--- src/rtl/ring_rr_arbiter_pkg.sv ---
// rtl/ring_rr_arbiter_pkg.sv - shared types and helper functions for the ring round-robin arbiter
// Package ring_arb_pkg.
//   arb_state_e  : arbiter FSM states (ST_IDLE, ST_GRANT)
//   rotl_onehot  : rotate an n-bit one-hot vector left by one, bit n-1 wraps to bit 0
//   onehot2bin   : binary index of the set bit of a one-hot vector
//   rr_pick      : first set request at or above the token bit, wrapping at n; 0 if none
// Functions work on ARB_MAX_N-bit vectors with the active width n passed in,
// so callers zero-extend their N-bit vectors and truncate the result.
package ring_arb_pkg;

  localparam int ARB_MAX_N = 32;
  localparam int ARB_IW    = 5;

  typedef logic [ARB_MAX_N-1:0] arb_vec_t;
  typedef logic [ARB_IW:0]      arb_cnt_t;

  typedef enum logic {
    ST_IDLE,
    ST_GRANT
  } arb_state_e;

  function automatic arb_vec_t rotl_onehot(input arb_vec_t v, input arb_cnt_t n);
    arb_vec_t r;
    arb_cnt_t top;
    r = '0;
    for (int i = 1; i < ARB_MAX_N; i++) begin
      if (arb_cnt_t'(i) < n) r[i] = v[i-1];
    end
    top  = n - arb_cnt_t'(1);
    r[0] = v[top[ARB_IW-1:0]];
    return r;
  endfunction

  function automatic logic [ARB_IW-1:0] onehot2bin(input arb_vec_t v);
    logic [ARB_IW-1:0] b;
    b = '0;
    for (int i = 0; i < ARB_MAX_N; i++) begin
      if (v[i]) b = b | ARB_IW'(i);
    end
    return b;
  endfunction

  function automatic arb_vec_t rr_pick(input arb_vec_t req, input arb_vec_t tok,
                                       input arb_cnt_t n);
    arb_vec_t win;
    arb_cnt_t start;
    arb_cnt_t idx;
    logic     found;
    win   = '0;
    start = '0;
    found = 1'b0;
    for (int i = 0; i < ARB_MAX_N; i++) begin
      if (tok[i]) start = arb_cnt_t'(i);
    end
    // Walk n positions starting at the token; start + k never exceeds 2n-2,
    // so a single conditional subtract is enough for the wrap.
    for (int k = 0; k < ARB_MAX_N; k++) begin
      idx = start + arb_cnt_t'(k);
      if (idx >= n) idx = idx - n;
      if (!found && (arb_cnt_t'(k) < n) && req[idx[ARB_IW-1:0]]) begin
        win[idx[ARB_IW-1:0]] = 1'b1;
        found = 1'b1;
      end
    end
    return win;
  endfunction

endpackage

--- src/rtl/ring_rr_arbiter_if.sv ---
// rtl/ring_rr_arbiter_if.sv - request/grant bundle between requesters and the arbiter
// Signals:
//   in_req   [N]    level requests, one per requester
//   o_gnt    [N]    one-hot grant, all-zero when idle
//   o_gnt_id [IDW]  binary index of the owner, 0 when idle
//   o_busy          any grant active
// Modports: master = requester side, slave = arbiter side.
interface ring_rr_arbiter_if #(
  parameter int N   = 4,
  parameter int IDW = $clog2(N)
);

  logic [N-1:0]   in_req;
  logic [N-1:0]   o_gnt;
  logic [IDW-1:0] o_gnt_id;
  logic           o_busy;

  modport master (output in_req, input o_gnt, input o_gnt_id, input o_busy);
  modport slave  (input in_req, output o_gnt, output o_gnt_id, output o_busy);

endinterface

--- src/rtl/ring_rr_arbiter_token.sv ---
// rtl/ring_rr_arbiter_token.sv - one-hot rotating token register that seeds the winner search
// Module ring_token.
// Ports:
//   in_clk    clock, rising edge
//   in_rst_n  asynchronous active-low reset, token returns to bit 0
//   in_clr    synchronous clear, token returns to bit 0 (beats in_load)
//   in_load   load in_val into the token
//   in_val    next token value, one-hot
//   o_tok     current token, one-hot
module ring_token #(
  parameter int N = 4
) (
  input  logic         in_clk,
  input  logic         in_rst_n,
  input  logic         in_clr,
  input  logic         in_load,
  input  logic [N-1:0] in_val,
  output logic [N-1:0] o_tok
);

  localparam logic [N-1:0] SEED = N'(1);

  always_ff @(posedge in_clk or negedge in_rst_n) begin
    if (!in_rst_n) begin
      o_tok <= SEED;
    end else if (in_clr) begin
      o_tok <= SEED;
    end else if (in_load) begin
      o_tok <= in_val;
    end
  end

endmodule

--- src/rtl/ring_rr_arbiter.sv ---
// rtl/ring_rr_arbiter.sv - round-robin arbiter with one-hot token ring and held grants
// Top module ring_rr_arbiter. Optional feature macro: ARB_HOLD_LIMIT_EN (hold-time revoke).
// Ports:
//   in_clk    clock, rising edge
//   in_rst_n  asynchronous active-low reset
//   in_clr    synchronous clear: drop grant, re-seed token to bit 0
//   arb       ring_rr_arbiter_if.slave: in_req in, o_gnt / o_gnt_id / o_busy out (all registered)
// An owner keeps the grant while its request stays high. On release (or revoke when
// ARB_HOLD_LIMIT_EN is defined) the token moves just past the owner and the search from
// that new token runs in the same cycle, so a waiting requester takes over without an idle cycle.
module ring_rr_arbiter
  import ring_arb_pkg::*;
#(
  parameter int N        = 4,
  parameter int IDW      = $clog2(N),
  parameter int MAX_HOLD = 8
) (
  input logic              in_clk,
  input logic              in_rst_n,
  input logic              in_clr,
  ring_rr_arbiter_if.slave arb
);

  localparam arb_cnt_t NW = arb_cnt_t'(N);

  arb_state_e     st_q, st_d;
  logic [N-1:0]   gnt_q, gnt_d;
  logic [IDW-1:0] id_q, id_d;
  logic           busy_q, busy_d;
  logic [N-1:0]   tok, tok_val, search_tok, pick;
  logic           tok_load;
  logic           owner_req;
  logic           revoke;
  logic           hand_off;

  ring_token #(.N(N)) u_token (
    .in_clk   (in_clk),
    .in_rst_n (in_rst_n),
    .in_clr   (in_clr),
    .in_load  (tok_load),
    .in_val   (tok_val),
    .o_tok    (tok)
  );

  assign owner_req = |(arb.in_req & gnt_q);
  assign tok_val   = N'(rotl_onehot(ARB_MAX_N'(gnt_q), NW));

`ifdef ARB_HOLD_LIMIT_EN
  localparam int HW = $clog2(MAX_HOLD + 1);

  logic [HW-1:0] hold_q, hold_d;
  logic          others_req;

  assign others_req = |(arb.in_req & ~gnt_q);
  // Revoke only when someone else is waiting; otherwise the owner keeps going
  // and the counter just sits at MAX_HOLD.
  assign revoke = (st_q == ST_GRANT) && owner_req && others_req && (hold_q >= HW'(MAX_HOLD));
`else
  localparam int unused_max_hold = MAX_HOLD;
  assign revoke = 1'b0;
`endif

  assign hand_off   = (st_q == ST_GRANT) && (!owner_req || revoke);
  // The outgoing owner sits last in the search from rotl(owner), so it only
  // wins back on revoke when nobody else asks, which revoke already excludes.
  assign search_tok = hand_off ? tok_val : tok;
  assign pick       = N'(rr_pick(ARB_MAX_N'(arb.in_req), ARB_MAX_N'(search_tok), NW));

  always_comb begin
    st_d     = st_q;
    gnt_d    = gnt_q;
    tok_load = 1'b0;
    if (in_clr) begin
      st_d  = ST_IDLE;
      gnt_d = '0;
    end else begin
      case (st_q)
        ST_IDLE: begin
          if (|arb.in_req) begin
            gnt_d = pick;
            st_d  = ST_GRANT;
          end
        end
        ST_GRANT: begin
          if (hand_off) begin
            tok_load = 1'b1;
            gnt_d    = pick;
            st_d     = (|pick) ? ST_GRANT : ST_IDLE;
          end
        end
        default: begin
          st_d  = ST_IDLE;
          gnt_d = '0;
        end
      endcase
    end
  end

  assign id_d   = IDW'(onehot2bin(ARB_MAX_N'(gnt_d)));
  assign busy_d = |gnt_d;

  always_ff @(posedge in_clk or negedge in_rst_n) begin
    if (!in_rst_n) begin
      st_q   <= ST_IDLE;
      gnt_q  <= '0;
      id_q   <= '0;
      busy_q <= 1'b0;
    end else begin
      st_q   <= st_d;
      gnt_q  <= gnt_d;
      id_q   <= id_d;
      busy_q <= busy_d;
    end
  end

`ifdef ARB_HOLD_LIMIT_EN
  // Counts grant cycles of the current owner; 1 on the first cycle of every new grant.
  always_comb begin
    hold_d = hold_q;
    if (in_clr) begin
      hold_d = '0;
    end else if (st_q == ST_IDLE) begin
      hold_d = (|arb.in_req) ? HW'(1) : '0;
    end else if (hand_off) begin
      hold_d = (|pick) ? HW'(1) : '0;
    end else if (hold_q < HW'(MAX_HOLD)) begin
      hold_d = hold_q + HW'(1);
    end
  end

  always_ff @(posedge in_clk or negedge in_rst_n) begin
    if (!in_rst_n) begin
      hold_q <= '0;
    end else begin
      hold_q <= hold_d;
    end
  end
`endif

  assign arb.o_gnt    = gnt_q;
  assign arb.o_gnt_id = id_q;
  assign arb.o_busy   = busy_q;

endmodule
--- src/flat_wrapper.sv ---
// flat-port wrapper written by rule: the top's interface ports become plain ports
module ring_rr_arbiter_flat import ring_arb_pkg::*;
#(
  parameter int N        = 4,
  parameter int IDW      = $clog2(N),
  parameter int MAX_HOLD = 8
)
  (in_clk, in_rst_n, in_clr, arb_in_req, arb_o_gnt, arb_o_gnt_id, arb_o_busy);
  ring_rr_arbiter_if #(.N(N), .IDW(IDW)) arb_i ();
  input logic in_clk;
  input logic in_rst_n;
  input logic in_clr;
  input wire logic [$bits(arb_i.in_req)-1:0] arb_in_req;
  output wire logic [$bits(arb_i.o_gnt)-1:0] arb_o_gnt;
  output wire logic [$bits(arb_i.o_gnt_id)-1:0] arb_o_gnt_id;
  output wire logic [$bits(arb_i.o_busy)-1:0] arb_o_busy;
  assign arb_i.in_req = arb_in_req;
  assign arb_o_gnt = arb_i.o_gnt;
  assign arb_o_gnt_id = arb_i.o_gnt_id;
  assign arb_o_busy = arb_i.o_busy;
  ring_rr_arbiter #(.N(N), .IDW(IDW), .MAX_HOLD(MAX_HOLD)) u_core (.in_clk(in_clk), .in_rst_n(in_rst_n), .in_clr(in_clr), .arb(arb_i));
endmodule
--- config.mk ---
export PLATFORM = sky130hd
export DESIGN_NAME = ring_rr_arbiter_flat
export DESIGN_NICKNAME = d
export VERILOG_FILES = /design/src/rtl/ring_rr_arbiter_pkg.sv /design/src/rtl/ring_rr_arbiter_if.sv /design/src/rtl/ring_rr_arbiter_token.sv /design/src/rtl/ring_rr_arbiter.sv /design/src/flat_wrapper.sv
export SDC_FILE = /design/constraint.sdc
export NUM_CORES = 1
export LEC_CHECK = 0
export BUFFER_PORTS_ARGS = -buffer_cell sky130_fd_sc_hd__buf_4
export CORE_ASPECT_RATIO = 1.2
export CORE_MARGIN = 3
export CORE_UTILIZATION = 39
export DETAILED_ROUTE_END_ITERATION = 16
export GPL_TIMING_DRIVEN = 0
export PLACE_DENSITY = 0.57
export SYNTH_ARGS = -nofsm -noshare
export SYNTH_HDL_FRONTEND = slang
export SYNTH_SLANG_ARGS = --single-unit
--- constraint.sdc ---
create_clock -name in_clk -period 10.4 [get_ports in_clk]
set_input_delay 2.6 -clock in_clk [delete_from_list [all_inputs] [get_ports in_clk]]
set_output_delay 2.6 -clock in_clk [all_outputs]
set_load 0.03 [all_outputs]
==> flow_metrics.tcl, run 1 <==
set metrics [dict create \
    holdBufCountCts 0 \
    drv_cap 0 \
    p_clk_frac 0.058 \
    rsz0062_at_grt "no" \
    ys.flop_type "dfrtp_1" \
    gr-total-overflow 0 \
    grt_pass1_vias 1097 \
    place.gp.congestion 0.805 \
    finalSetupTns_ps 0 \
    nets 167 \
    crit_type "primary input to register" \
    end_kind "register" \
    pre_cts_slack_ps 4160 \
    start_util 0.428 \
    die_w_um 55.5 \
    setup-violations-final 0 \
    grt_usage 0.168 \
    syn_to_final_growth_pct 13.8 \
    critPathMaxFanout 9 \
    cts_tree "built" \
    grt_max_degree 12 \
    async_reset_ff_frac 1.00 \
    ios 14 \
    p_int_mw 0.215 \
    cts_root_buf "clkbuf_4" \
    ys_top_cells_by_count "a21oi_1, nor2_1, dfrtp_1" \
    hold_viol 0 \
    slew_headroom 0.516 \
    synth_edf_count 0 \
    netSwitchingPower_mw 0.265 \
    cts_made_buffers 3 \
    grt_pass1_wl_um 5000 \
    die_area_sq_um 3620 \
    syn-num-nets 150 \
    skew_ps 1.61 \
    yosysSeqAreaShare 0.240 \
    power_leakage_nw 0.566 \
    setup_slack_ps 4400 \
    fmax_ghz 0.167 \
    drtAntennaViolNets 0 \
    drt_iter0_drc 33 \
    synth_area_sq_um 1140 \
    period_share 0.576 \
    dp_hpwl_um 2300 \
    yosys-top-cells-area "dfrtp_1, ha_1, a21oi_1" \
    yosysTopAreaCellShare 0.240 \
    min-delay-path-class "register to register" \
    worstSkewPairLatency_ps 260 \
    cp.arrival_ps 6140 \
    syn_area_per_cell_sq_um 8.48 \
    power_density_nw_per_um2 368 \
    drive_gt1_frac 0.199 \
    post-route-min-period_ps 6000 \
    switching_share 0.552 \
    cts_resized 0 \
    synth-seq-cells 11 \
    seqPwrFrac 0.144 \
    clock_sinks 11 \
    dr_total_vias 1113 \
    synth.most_common_cell "a21oi_1" \
    placementRows 20 \
    power_frac_comb 0.798 \
    yosys.area.top_type "dfrtp_1" \
    cts_buffer_depth 2 \
    avgViaCountPerCell 6.05 \
    status "complete, no violations" \
    antenna_found_initial 0 \
    vdd_drop_max_mv 0.162 \
    worst_slew_pin_slew_ps 726 \
    yosysWarnings 0 \
    power.total_mw 0.479 \
    synth_cell_types 55 \
    drtPass1Iterations 5 \
    cp.required_ps 10540 \
    post_drt_wl_per_cell_um 16.0 \
    io_buffers 12 \
    worst_setup_path_start_kind "primary input" \
    core_sq_um 2680 \
    n_antenna_cell 0 \
    post-cts-setup-buffer-count 0 \
    htreeDepth 1 \
    die_h_um 65.4 \
    syn_inst 135 \
    slew_viol_final 0 \
    routed_wl_um 2940 \
    drc 0 \
    clk_pin_slew_ps 60 \
]
[power groups by stage]
stage | logic (mW) | registers, mW | clock network (mW)
after floorplan | 0.275 | 0.0877 | 0
after global placement | 0.377 | 0.0696 | 0
after detailed placement | 0.378 | 0.0692 | 0
after CTS | 0.380 | 0.0690 | 0.0296
after global routing | 0.418 | 0.0711 | 0.0312
final | 0.382 | 0.0692 | 0.0278
[metrics by stage]
| step | std cells | utilization | area, sq um | hold WS, ps |
|---|---|---|---|---|
| finish | 184 | 0.486 | 1300 | 515 |
| CTS | 184 | 0.486 | 1300 | 521 |
| global route | 184 | 0.486 | 1300 | 571 |
| global placement | 180 | 0.477 | 1280 | 517 |
| detailed placement | 180 | 0.477 | 1280 | 512 |
| floorplan | 135 | - | 1140 | 496 |
[metal layers]
layer	part of all wire	wire length (um)	vias up	global-route usage
li1	-	-	555	-
met5	0	0	-	0
met2	0.50	1460	24	0.297
met1	0.45	1330	526	0.204
met3	0.026	77	8	0.00982
met4	0.024	72	0	0.0912
[layout make-up]
type	instances	area, sq um
tap	33	41.3
fill	264	1380
sequential	11	275
timing repair buffer	12	90.1
inverter	8	30.0
buffer	4	17.5
multi-input combinational	112	822
clock buffer	4	26.3
[worst max-delay path: stages]
cell	delay, ps
buf_4	140
a222oi_1	670
a211oi_1	320
nor2_4	330
inv_2	130
ha_1	290
a211o_1	250
a21oi_1	360
or3_4	240
nor2_4	50
a221oi_4	320
o31ai_2	120
or3_1	310
[cells by family after synthesis]
family	after synthesis	share of synthesized area
AND/OR/NAND/NOR	45	0.223
AO/OA/AOI/OAI	55	0.372
flip-flops	11	0.240
multiplexers	4	0.0361
buffers and inverters	12	0.0415
adder cells (fa/ha/maj)	8	0.0874
[state kept, by name, indices dropped and copies added, names as in the netlist]
register              count
u_core.arb.o_busy         1
u_core.arb.o_gnt          4
u_core.arb.o_gnt_id       2
u_core.st_q               1
u_core.u_token.o_tok      3
[layout by cell type, fill, tap and decap left out, types with 3 or more instances in the layout]
cell type,synthesis,final
a21oi_1,18,18
nor2_1,12,12
buf_4,0,12
dfrtp_1,11,11
ha_1,8,8
nand2_1,7,7
inv_1,6,6
nand3_1,5,5
nor2b_1,4,4
o21ai_0,4,4
a211oi_1,3,3
o211ai_1,3,3
mux2i_1,3,3
o31ai_1,3,3
clkbuf_4,0,3
[path summary, 6_finish.rpt]
check                                        start                       to  slack [ps]  cells after the start
min reg2reg                u_core.u_token.o_tok[1]  u_core.u_token.o_tok[1]         520                      2
min in group asynchronous                 in_rst_n      u_core.arb.o_gnt[0]        2160                      1
max in group asynchronous                 in_rst_n        u_core.arb.o_busy        8100                      1
max                                  arb_in_req[0]        u_core.arb.o_busy        4400                     13
max reg2reg                    u_core.arb.o_gnt[0]        u_core.arb.o_busy        6390                     12
min                        u_core.u_token.o_tok[1]  u_core.u_token.o_tok[1]         520                      2
No activity file was read; power rests on OpenSTA's default activity.
==> run 2, diff against run 1 <==
--- a/config.mk
+++ b/config.mk
@@ -11,7 +11,7 @@
 export CORE_UTILIZATION = 39
 export DETAILED_ROUTE_END_ITERATION = 16
 export GPL_TIMING_DRIVEN = 0
-export PLACE_DENSITY = 0.57
+export PLACE_DENSITY = 0.59
 export SYNTH_ARGS = -nofsm -noshare
 export SYNTH_HDL_FRONTEND = slang
 export SYNTH_SLANG_ARGS = --single-unit
==> constraint.sdc (replaced) <==
create_clock -name in_clk -period 4.9 [get_ports in_clk]
set_input_delay 1.225 -clock in_clk [delete_from_list [all_inputs] [get_ports in_clk]]
set_output_delay 1.225 -clock in_clk [all_outputs]
set_load 0.03 [all_outputs]
==> flow_metrics.tcl, run 2 (synthesis gave the netlist of run 1 again) <==
set metrics [dict create \
    cts_made_buffers 3 \
    grt_pass1_vias 1175 \
    fin_area_sq_um 1300 \
    placementRows 20 \
    hold_viol 0 \
    critPathMaxFanout 9 \
    holdBufCountCts 0 \
    cts_buffer_depth 2 \
    slowest_delay_ps 640 \
    worst_slew_pin_slew_ps 697 \
    final_common_cell "a21oi_1" \
    clock_sinks 11 \
    start_util 0.428 \
    end_kind "register" \
    syn_to_final_growth_pct 13.8 \
    crit_top_cell "nor2_4" \
    final_cell_mix "a21oi_1, nor2_1, buf_4" \
    drtAntennaViolNets 0 \
    setup_slack_ps 342 \
    cts_tree "built" \
    n_antenna_cell 0 \
    drc 0 \
    io_buffers 12 \
    crit_path_top_delay_cell "a222oi_1" \
    drive_gt1_frac 0.199 \
    grt_pass1_wl_um 5330 \
    grt_usage 0.177 \
    crit_type "primary input to register" \
    cts_resized 0 \
    rsz0062_at_grt "no" \
    dp_hpwl_um 2320 \
    min-delay-path-class "register to register" \
    post_drt_wl_per_cell_um 15.8 \
    cp.required_ps 5030 \
    core_sq_um 2680 \
    post-route-min-period_ps 4560 \
    post-cts-setup-buffer-count 0 \
    die_h_um 65.4 \
    drv_cap 0 \
    cts_root_buf "clkbuf_4" \
    largest_reg_flops 4 \
    slew_headroom 0.532 \
    drtPass1Iterations 4 \
    skew_ps 2.95 \
    dr_total_vias 1135 \
    gr-total-overflow 0 \
    pre_cts_slack_ps 78.5 \
    status "complete, no violations" \
    power_leakage_nw 0.566 \
    avgViaCountPerCell 6.17 \
    nets 167 \
    drt_iter0_drc 41 \
    vdd_drop_max_mv 0.365 \
    dpl_cell_area_sq_um 1280 \
    worstPathCellList "buf_4, a222oi_1, a211oi_1, nor2_4, inv_2, ha_1, a211o_1, a21oi_1, or3_4, nor2_4, a221oi_4, o31ai_2, or3_1" \
    period_share 0.930 \
    worstSkewPairLatency_ps 260 \
    htreeDepth 1 \
    finalSetupTns_ps 0 \
    die_area_sq_um 3620 \
    setup-violations-final 0 \
    critPathTopFamily "compound AO/OA/AOI/OAI gates" \
    fmax_ghz 0.219 \
    cp.arrival_ps 4690 \
    antenna_found_initial 0 \
    critPathBufInv 2 \
    clk_pin_slew_ps 60 \
    ios 14 \
    place.gp.congestion 0.869 \
    routed_wl_um 2910 \
    worst_setup_path_start_kind "primary input" \
    slew_viol_final 0 \
    die_w_um 55.5 \
    grt_max_degree 12 \
    power_density_nw_per_um2 779 \
]
-- run 2: cell counts in the layout (fill, tap and decap cells not counted) --
No cell type changed its count.
-- run 2: cell type report --
class | count | area, sq um
inverters | 8 | 30.0
flip-flops and latches | 11 | 275
multi-input cells | 112 | 822
repair buffers | 12 | 90.1
clock buffers | 4 | 26.3
well taps | 33 | 41.3
fillers | 253 | 1380
plain buffers | 4 | 17.5
-- run 2: metrics by stage --
stage / hold slack, ps / total power, mW / util / std cells
floorplan: 496 / 0.769 / - / 135
global placement: 515 / 0.942 / 0.477 / 180
detailed placement: 522 / 0.949 / 0.477 / 180
CTS: 532 / 1.01 / 0.486 / 184
global route: 575 / 1.12 / 0.486 / 184
finish: 529 / 1.01 / 0.486 / 184
-- run 2: path summary, 6_finish.rpt --
kind	from	endpoint	slack [ps]	cells past startpoint
worst min register to register	u_core.u_token.o_tok[1]	u_core.u_token.o_tok[1]	530	2
worst min-delay path	u_core.u_token.o_tok[1]	u_core.u_token.o_tok[1]	530	2
max in group asynchronous	in_rst_n	u_core.u_token.o_tok[3]	3980	1
worst max-delay path	arb_in_req[0]	u_core.arb.o_busy	340	13
worst max register to register	u_core.arb.o_gnt[0]	u_core.arb.o_busy	970	12
min in group asynchronous	in_rst_n	u_core.arb.o_gnt_id[1]	780	1
-- run 2: layer usage --
| metal | GRT usage | routed length (um) | vias to the layer above |
|---|---|---|---|
| met5 | 0 | 0 | - |
| met3 | 0.0216 | 122 | 6 |
| met1 | 0.217 | 1270 | 543 |
| li1 | - | - | 549 |
| met4 | 0.0760 | 51 | 0 |
| met2 | 0.309 | 1470 | 37 |
-- run 2: worst min-delay path, delay by kind of cell (launching register included) --
kind	cells	cell delay [ps]
flip-flops	1	370
AND/OR/NAND/NOR	1	60
AO/OA/AOI/OAI	1	60
-- run 2: report_power, final --
part	internal (mW)	switching, mW
Sequential	0.122	0.0249
Clock	0.0314	0.0257
Combinational	0.301	0.509
